$ cat src/rtl/sine_sweep_pkg.sv
// Shared types and defaults for the sine sweep sequencer.
package sine_sweep_pkg;

    localparam int DW_DEF      = 12;
    localparam int DWELL_W_DEF = 16;

    typedef enum logic [1:0] {
        IDLE = 2'd0,
        RUN  = 2'd1,
        FIN  = 2'd2
    } state_t;

    typedef enum logic {
        DIR_UP = 1'b0,
        DIR_DN = 1'b1
    } dir_t;

endpackage

$ cat src/rtl/sweep_next_word.sv
// Combinational saturating next frequency word. The step result never
// goes past the stop word and never wraps around the DW-bit range.
module sweep_next_word
    import sine_sweep_pkg::*;
#(
    parameter int DW = DW_DEF
) (
    input  logic [DW-1:0] cur,
    input  logic [DW-1:0] step,
    input  logic [DW-1:0] stop,
    input  dir_t          dir,
    output logic [DW-1:0] next,
    output logic          at_stop
);

    logic [DW:0] sum;
    logic [DW:0] diff;

    // One extra bit catches carry-out (up) and borrow (down)
    always_comb begin
        sum     = {1'b0, cur} + {1'b0, step};
        diff    = {1'b0, cur} - {1'b0, step};
        at_stop = (cur == stop);
        next    = stop;
        if (dir == DIR_UP) begin
            if (!sum[DW] && (sum[DW-1:0] <= stop))
                next = sum[DW-1:0];
        end else begin
            if (!diff[DW] && (diff[DW-1:0] >= stop))
                next = diff[DW-1:0];
        end
    end

endmodule

$ cat src/rtl/sine_sweep_ctrl.sv
// Stepped frequency sweep sequencer driving the phase-accumulator sine
// generator. Every output is registered; each word is held for
// max(dwell,1) cycles.
module sine_sweep_ctrl
    import sine_sweep_pkg::*;
#(
    parameter int DW      = DW_DEF,
    parameter int DWELL_W = DWELL_W_DEF
) (
    input  logic               clk,
    input  logic               rst,
    input  logic               start,
    input  logic               abort,
    input  logic               cont,
    input  logic [DW-1:0]      f_start,
    input  logic [DW-1:0]      f_stop,
    input  logic [DW-1:0]      f_step,
    input  logic [DWELL_W-1:0] dwell,
    output logic [DW-1:0]      delta,
    output logic               gen_rstn,
    output logic               busy,
    output logic               step_stb,
    output logic               wrap,
    output logic               done
);

    state_t               state, state_n;
    logic [DWELL_W-1:0]   cnt, cnt_n;
    logic [DW-1:0]        fstart_r, fstart_n;
    logic [DW-1:0]        fstop_r, fstop_n;
    logic [DW-1:0]        fstep_r, fstep_n;
    logic [DWELL_W-1:0]   dwell_r, dwell_n;
    logic                 cont_r, cont_n;
    dir_t                 dir_r, dir_n;
    logic [DW-1:0]        delta_n;
    logic                 gen_rstn_n, busy_n, step_stb_n, wrap_n, done_n;
    logic [DW-1:0]        nxt;
    logic                 at_stop;
    logic [DWELL_W-1:0]   dwell_m1;

    assign dwell_m1 = (dwell == '0) ? '0 : dwell - DWELL_W'(1);

    sweep_next_word #(.DW(DW)) u_next (
        .cur     (delta),
        .step    (fstep_r),
        .stop    (fstop_r),
        .dir     (dir_r),
        .next    (nxt),
        .at_stop (at_stop)
    );

    // State, config latch, dwell counter and output registers
    always_ff @(posedge clk or negedge rst) begin
        if (!rst) begin
            state    <= IDLE;
            cnt      <= '0;
            fstart_r <= '0;
            fstop_r  <= '0;
            fstep_r  <= '0;
            dwell_r  <= '0;
            cont_r   <= 1'b0;
            dir_r    <= DIR_UP;
            delta    <= '0;
            gen_rstn <= 1'b0;
            busy     <= 1'b0;
            step_stb <= 1'b0;
            wrap     <= 1'b0;
            done     <= 1'b0;
        end else begin
            state    <= state_n;
            cnt      <= cnt_n;
            fstart_r <= fstart_n;
            fstop_r  <= fstop_n;
            fstep_r  <= fstep_n;
            dwell_r  <= dwell_n;
            cont_r   <= cont_n;
            dir_r    <= dir_n;
            delta    <= delta_n;
            gen_rstn <= gen_rstn_n;
            busy     <= busy_n;
            step_stb <= step_stb_n;
            wrap     <= wrap_n;
            done     <= done_n;
        end
    end

    // Next-state and next-output logic; pulses default low
    always_comb begin
        state_n    = state;
        cnt_n      = cnt;
        fstart_n   = fstart_r;
        fstop_n    = fstop_r;
        fstep_n    = fstep_r;
        dwell_n    = dwell_r;
        cont_n     = cont_r;
        dir_n      = dir_r;
        delta_n    = '0;
        gen_rstn_n = 1'b0;
        busy_n     = 1'b0;
        step_stb_n = 1'b0;
        wrap_n     = 1'b0;
        done_n     = 1'b0;
        case (state)
            IDLE: begin
                if (start && !abort) begin
                    fstart_n   = f_start;
                    fstop_n    = f_stop;
                    fstep_n    = f_step;
                    dwell_n    = dwell_m1;
                    cont_n     = cont;
                    dir_n      = (f_stop >= f_start) ? DIR_UP : DIR_DN;
                    cnt_n      = dwell_m1;
                    delta_n    = f_start;
                    gen_rstn_n = 1'b1;
                    busy_n     = 1'b1;
                    state_n    = RUN;
                end
            end
            RUN: begin
                if (abort) begin
                    cnt_n   = '0;
                    state_n = IDLE;
                end else begin
                    delta_n    = delta;
                    gen_rstn_n = 1'b1;
                    busy_n     = 1'b1;
                    if (cnt != '0) begin
                        cnt_n = cnt - DWELL_W'(1);
                    end else if (!at_stop && (fstep_r != '0)) begin
                        delta_n    = nxt;
                        cnt_n      = dwell_r;
                        step_stb_n = 1'b1;
                    end else if (cont_r) begin
                        // Reload keeps the generator running: phase stays continuous
                        delta_n    = fstart_r;
                        cnt_n      = dwell_r;
                        step_stb_n = 1'b1;
                        wrap_n     = 1'b1;
                    end else begin
                        delta_n    = '0;
                        gen_rstn_n = 1'b0;
                        busy_n     = 1'b0;
                        done_n     = 1'b1;
                        state_n    = FIN;
                    end
                end
            end
            FIN: begin
                cnt_n   = '0;
                state_n = IDLE;
            end
            default: begin
                cnt_n   = '0;
                state_n = IDLE;
            end
        endcase
    end

endmodule

$ cat config.mk
export PLATFORM = sky130hd
export DESIGN_NAME = sine_sweep_ctrl
export DESIGN_NICKNAME = d
export VERILOG_FILES = /design/src/rtl/sine_sweep_pkg.sv /design/src/rtl/sweep_next_word.sv /design/src/rtl/sine_sweep_ctrl.sv
export SDC_FILE = /design/constraint.sdc
export NUM_CORES = 1
export LEC_CHECK = 0
export CORE_ASPECT_RATIO = 0.5
export CORE_MARGIN = 5
export CORE_UTILIZATION = 29
export CTS_CLUSTER_DIAMETER = 80
export DETAILED_ROUTE_END_ITERATION = 10
export HOLD_SLACK_MARGIN = 0.03
export PLACE_DENSITY_LB_ADDON = 0.12
export SYNTH_ARGS = -nofsm -noshare
export SYNTH_HDL_FRONTEND = slang
export SYNTH_SLANG_ARGS = --single-unit
$ cat constraint.sdc
create_clock -name clk -period 8.75 [get_ports clk]
set_clock_uncertainty 0.2 [all_clocks]
set_input_delay 1.75 -clock clk [delete_from_list [all_inputs] [get_ports clk]]
set_output_delay 1.75 -clock clk [all_outputs]
set_load 0.01 [all_outputs]
==> out/results.md <==
* Yosys top cell area share: 32.9%
* Worst EP arrival: 4.89 ns
* number of top-level pins: 74
* xor-xnor portion of the synthesized cell area: 6.80%
* clock tree from TritonCTS: done
* number of flip-flops and latches in the synthesized netlist: 88
* synthesized area per cell: 8.38 sq um
* detailed-router iteration count before antenna repair: 5
* input/output buffers: 73
* share of async-settable or async-resettable flops after synthesis: 100%
* slowest cell on the critical path: dfrtp_1
* floorplan row count: 39
* sequential fraction of the synthesis area: 32.9%
* Remaining DRCs: 0
* count of nets after finishing: 970
* Die Outline Area: 26400 sq um
* peak clock frequency supported by timing: 0.208 GHz
* clock latency on the worst-skew pair: 0.35 ns
* pin count of the biggest net entering global routing: 62
* count of final max-slew check failures: 0
* number of maximum-capacitance constraint violations: 0
* biggest area consumer among synthesized cells: dfrtp_1
* routed wirelength normalized by instance count: 18.0 um
* IR Drop Worst-Case VDD: 0.0894 mV
* total routing usage reported by global routing: 15.9%
* setup total negative slack: 0 ns
* fraction of the mapped netlist area in compound gates: 21.5%
* placed cell areas: 7650 sq um
* worst setup path endpoint: delta[2]$_DFFE_PN0N_
* remaining antenna violation count after routing: 0
* global-route wire length before repair: 33700 um
* Synth Net Count: 921
* Critical Path Start: delta[1]$_DFFE_PN0N_
* Final setup violation count: 0
* final non-filler cell area: 7920 sq um
* result of the run: finished, final reports clean
* post-synthesis instance total: 799
* fraction of layout instances using a drive strength above 1: 4.46%
* basic-gate share of the synthesized area counting and, or, nand and nor cells: 19.9%
* share of the cycle needed by the critical path after routing: 54.9%
* combinational family with the most area after synthesis: compound AO/OA/AOI/OAI gates
* synth unique cells: 69
* RePlAce Congestion: 0.861
* cts bufs inserted: 9
* placed wire-length estimate after detailed placement: 15800 um
* most common flop cell mapped by yosys: dfrtp_1
* Post-Synthesis Cell Area: 6690 sq um
* top cells by area, synth: dfrtp_1 33%, ha_1 12%, nand2_1 6.6%, xnor2_1 4.8%, o21ai_0 4.7%
* Via density: 5.07
* number of DRC markers in iteration 0: 390
* clock-pin slew of the registers on the worst-case setup and hold paths: 0.07 ns
* vias in the first global route: 5961
* Post-CTS Setup Repair Bufs: 0
* total wire length: 20900 um
* clock buffer depth: 2
* die height: 117 um
* final number of hold-violating endpoints: 0
* hold path startpoint: fstart_r[0]$_DFFE_PN0P_
* number of flops mapped to enable cells by yosys: 0
* Power per Cell Area: 211 nW/um^2
* worst slew slack as a fraction of its limit: 33.8%
* overflow left after global routing: 0
* initial core utilization: 29.4%
* Root Buffer Master: clkbuf_16
* cell leakage power: 0.00347 uW
* Reg2Reg Launch Point: delta[1]$_DFFE_PN0N_
* actual slew at the worst max-slew pin: 0.993 ns
* # resized after CTS: 0
* total core area: 22700 sq um
* worst hold-check path type: flop to flop
* Critical Setup Path Class: flop to flop
* number of antenna violations at the first check in global routing: 0
* Crit path required time: 8.84 ns
* via total after detailed routing: 5871
* number of antenna diodes: 0
* cells along the critical path: inv_1 > fa_1 > o21bai_1 > a2111oi_2 > nor3_1 > o21ba_2 > nor2_1 > xnor2_1 > ha_1 > a21oi_1 > nand2_1 > a2111oi_0 > o21ai_1 > and2_1 > a2111oi_2 > a211o_1
* maximum cell stage delay along the critical path: 0.54 ns
* adder-cell share of the synthesized area: 12.4%
* hold buffer count at CTS: 0
* crit end category: flop
* final worst path period need: 4.80 ns
* worst reg-to-reg path cell count: 16
* mux contribution to synthesized area: 0.598%
* setup repair after global routing missed its margin: no
* element type at the critical path start: flop
* number of sinks on the clock net: 88
* most frequent cell on the critical path: a2111oi_2
* largest fanout of any net on the critical path: 10
* critical register-to-register path endpoint: delta[2]$_DFFE_PN0N_
* die width: 225 um
* signed area change from the synthesized netlist to the final layout: 18.3%
* H-tree lvl count: 3
* reg-to-reg setup timing slack: 3.95 ns
* warnings from Yosys: 0
-- per-stage QoR --
| step | setup WS, ns | util, % | power, uW | hold WS [ns] | cells |
|---|---|---|---|---|---|
| 3_3_place_gp | 3.88 | 33.6 | 1290 | 0.256 | 1144 |
| 4_1_cts | 3.99 | 34.8 | 1680 | 0.281 | 1159 |
| 2_1_floorplan | 4.65 | - | 1060 | 0.243 | 799 |
| 6_report | 3.95 | 34.8 | 1670 | 0.278 | 1159 |
| 5_1_grt | 3.52 | 34.8 | 1800 | 0.289 | 1159 |
| 3_5_place_dp | 3.85 | 33.6 | 1290 | 0.263 | 1144 |
-- worst min path at each step --
stage | end | slack (ns) | depth (start not counted)
after global routing | dwell_r[13]$_DFFE_PN0P_ | 0.29 | 2
after detailed placement | fstart_r[0]$_DFFE_PN0P_ | 0.26 | 2
final | fstart_r[0]$_DFFE_PN0P_ | 0.28 | 2
after global placement | dwell_r[7]$_DFFE_PN0P_ | 0.26 | 2
after floorplan | dwell_r[7]$_DFFE_PN0P_ | 0.24 | 2
after CTS | fstart_r[0]$_DFFE_PN0P_ | 0.28 | 2
-- worst max-delay path: cells and delay by family (launching register included) --
family / cells / cell delay, ns
compound gates: 8 / 2.06
xor+xnor: 1 / 0.26
fa+ha+maj: 2 / 0.81
buf+inv: 1 / 0.16
flops: 1 / 0.54
simple gates: 4 / 0.71
-- power breakdown --
part	internal, uW	total, uW	switching, uW
combinational	303	733	430
sequential	479	563	83.8
clock	200	374	174
-- sequential cells by signal (all words and copies together), names as in the netlist --
name	cells
delta	12
cnt	16
step_stb	1
fstart_r	12
busy	1
dwell_r	16
dir_r	1
state	2
fstop_r	12
fstep_r	12
cont_r	1
done	1
wrap	1
-- layout by cell type, fill, tap and decap left out, drive strengths merged, types with 5 or more instances in the layout --
cell,count
nand2,118
dfrtp,88
o21ai,76
clkdlybuf4s50,72
nor2,65
ha,63
inv,58
a21oi,43
xnor2,37
nor3,20
o31ai,18
xor2,15
o32a,11
nor2b,11
clkbuf,11
nand3,9
nor4,8
nand4,8
a21o,8
nand2b,7
a221oi,7
a31oi,7
and3,7
a2111oi,7
or3,6
and2,5
or4,5
-- metal layers --
metal | vias up | wire length (um) | GRT usage [%] | share of wire, %
met5 | - | 0 | 0 | 0
met4 | 0 | 240 | 3.08 | 1.2
met3 | 16 | 832 | 2.77 | 4.0
met2 | 132 | 9230 | 24.7 | 44
met1 | 2818 | 10600 | 23.1 | 51
li1 | 2905 | - | - | -
-- logic make-up after synthesis --
kind of cell | Yosys count
and+or+nand+nor | 280
AOI/OAI and AO/OA | 215
buffers and inverters | 95
DFF | 88
adders and majority gates | 65
xor gates and xnor gates | 52
muxes | 4
-- synthesized netlist by cell type (3+ instances only) --
master,count
nand2_1,117
o211ai_1,4
inv_1,56
a22oi_1,3
a21oi_1,42
buf_2,4
a2111oi_2,3
o32a_1,11
a31oi_1,7
o21a_1,4
a221oi_1,7
o21ai_0,63
nand4_1,8
nand3_1,7
xor2_1,15
nor2b_1,10
and2_1,5
buf_4,6
ha_1,63
dfrtp_1,88
xnor2_1,37
a211o_1,3
nand2b_1,7
or4_1,3
nor4_1,8
a2111oi_0,3
o21bai_1,3
nor3_1,20
nor3b_1,3
and3_1,7
clkbuf_1,24
o31ai_1,18
or3_1,6
a211oi_1,4
o21ai_1,12
nor2_1,64
mux2i_1,4
a21o_1,8
-- final cells by class --
class	instances	area (sq um)
inverter	57	214
multi-input combinational	616	4100
fill	2421	14800
sequential	88	2200
tap	307	384
timing repair buffer	76	751
clock inverter	4	27.5
clock buffer	11	243
No activity file was read; power rests on OpenSTA's default activity.
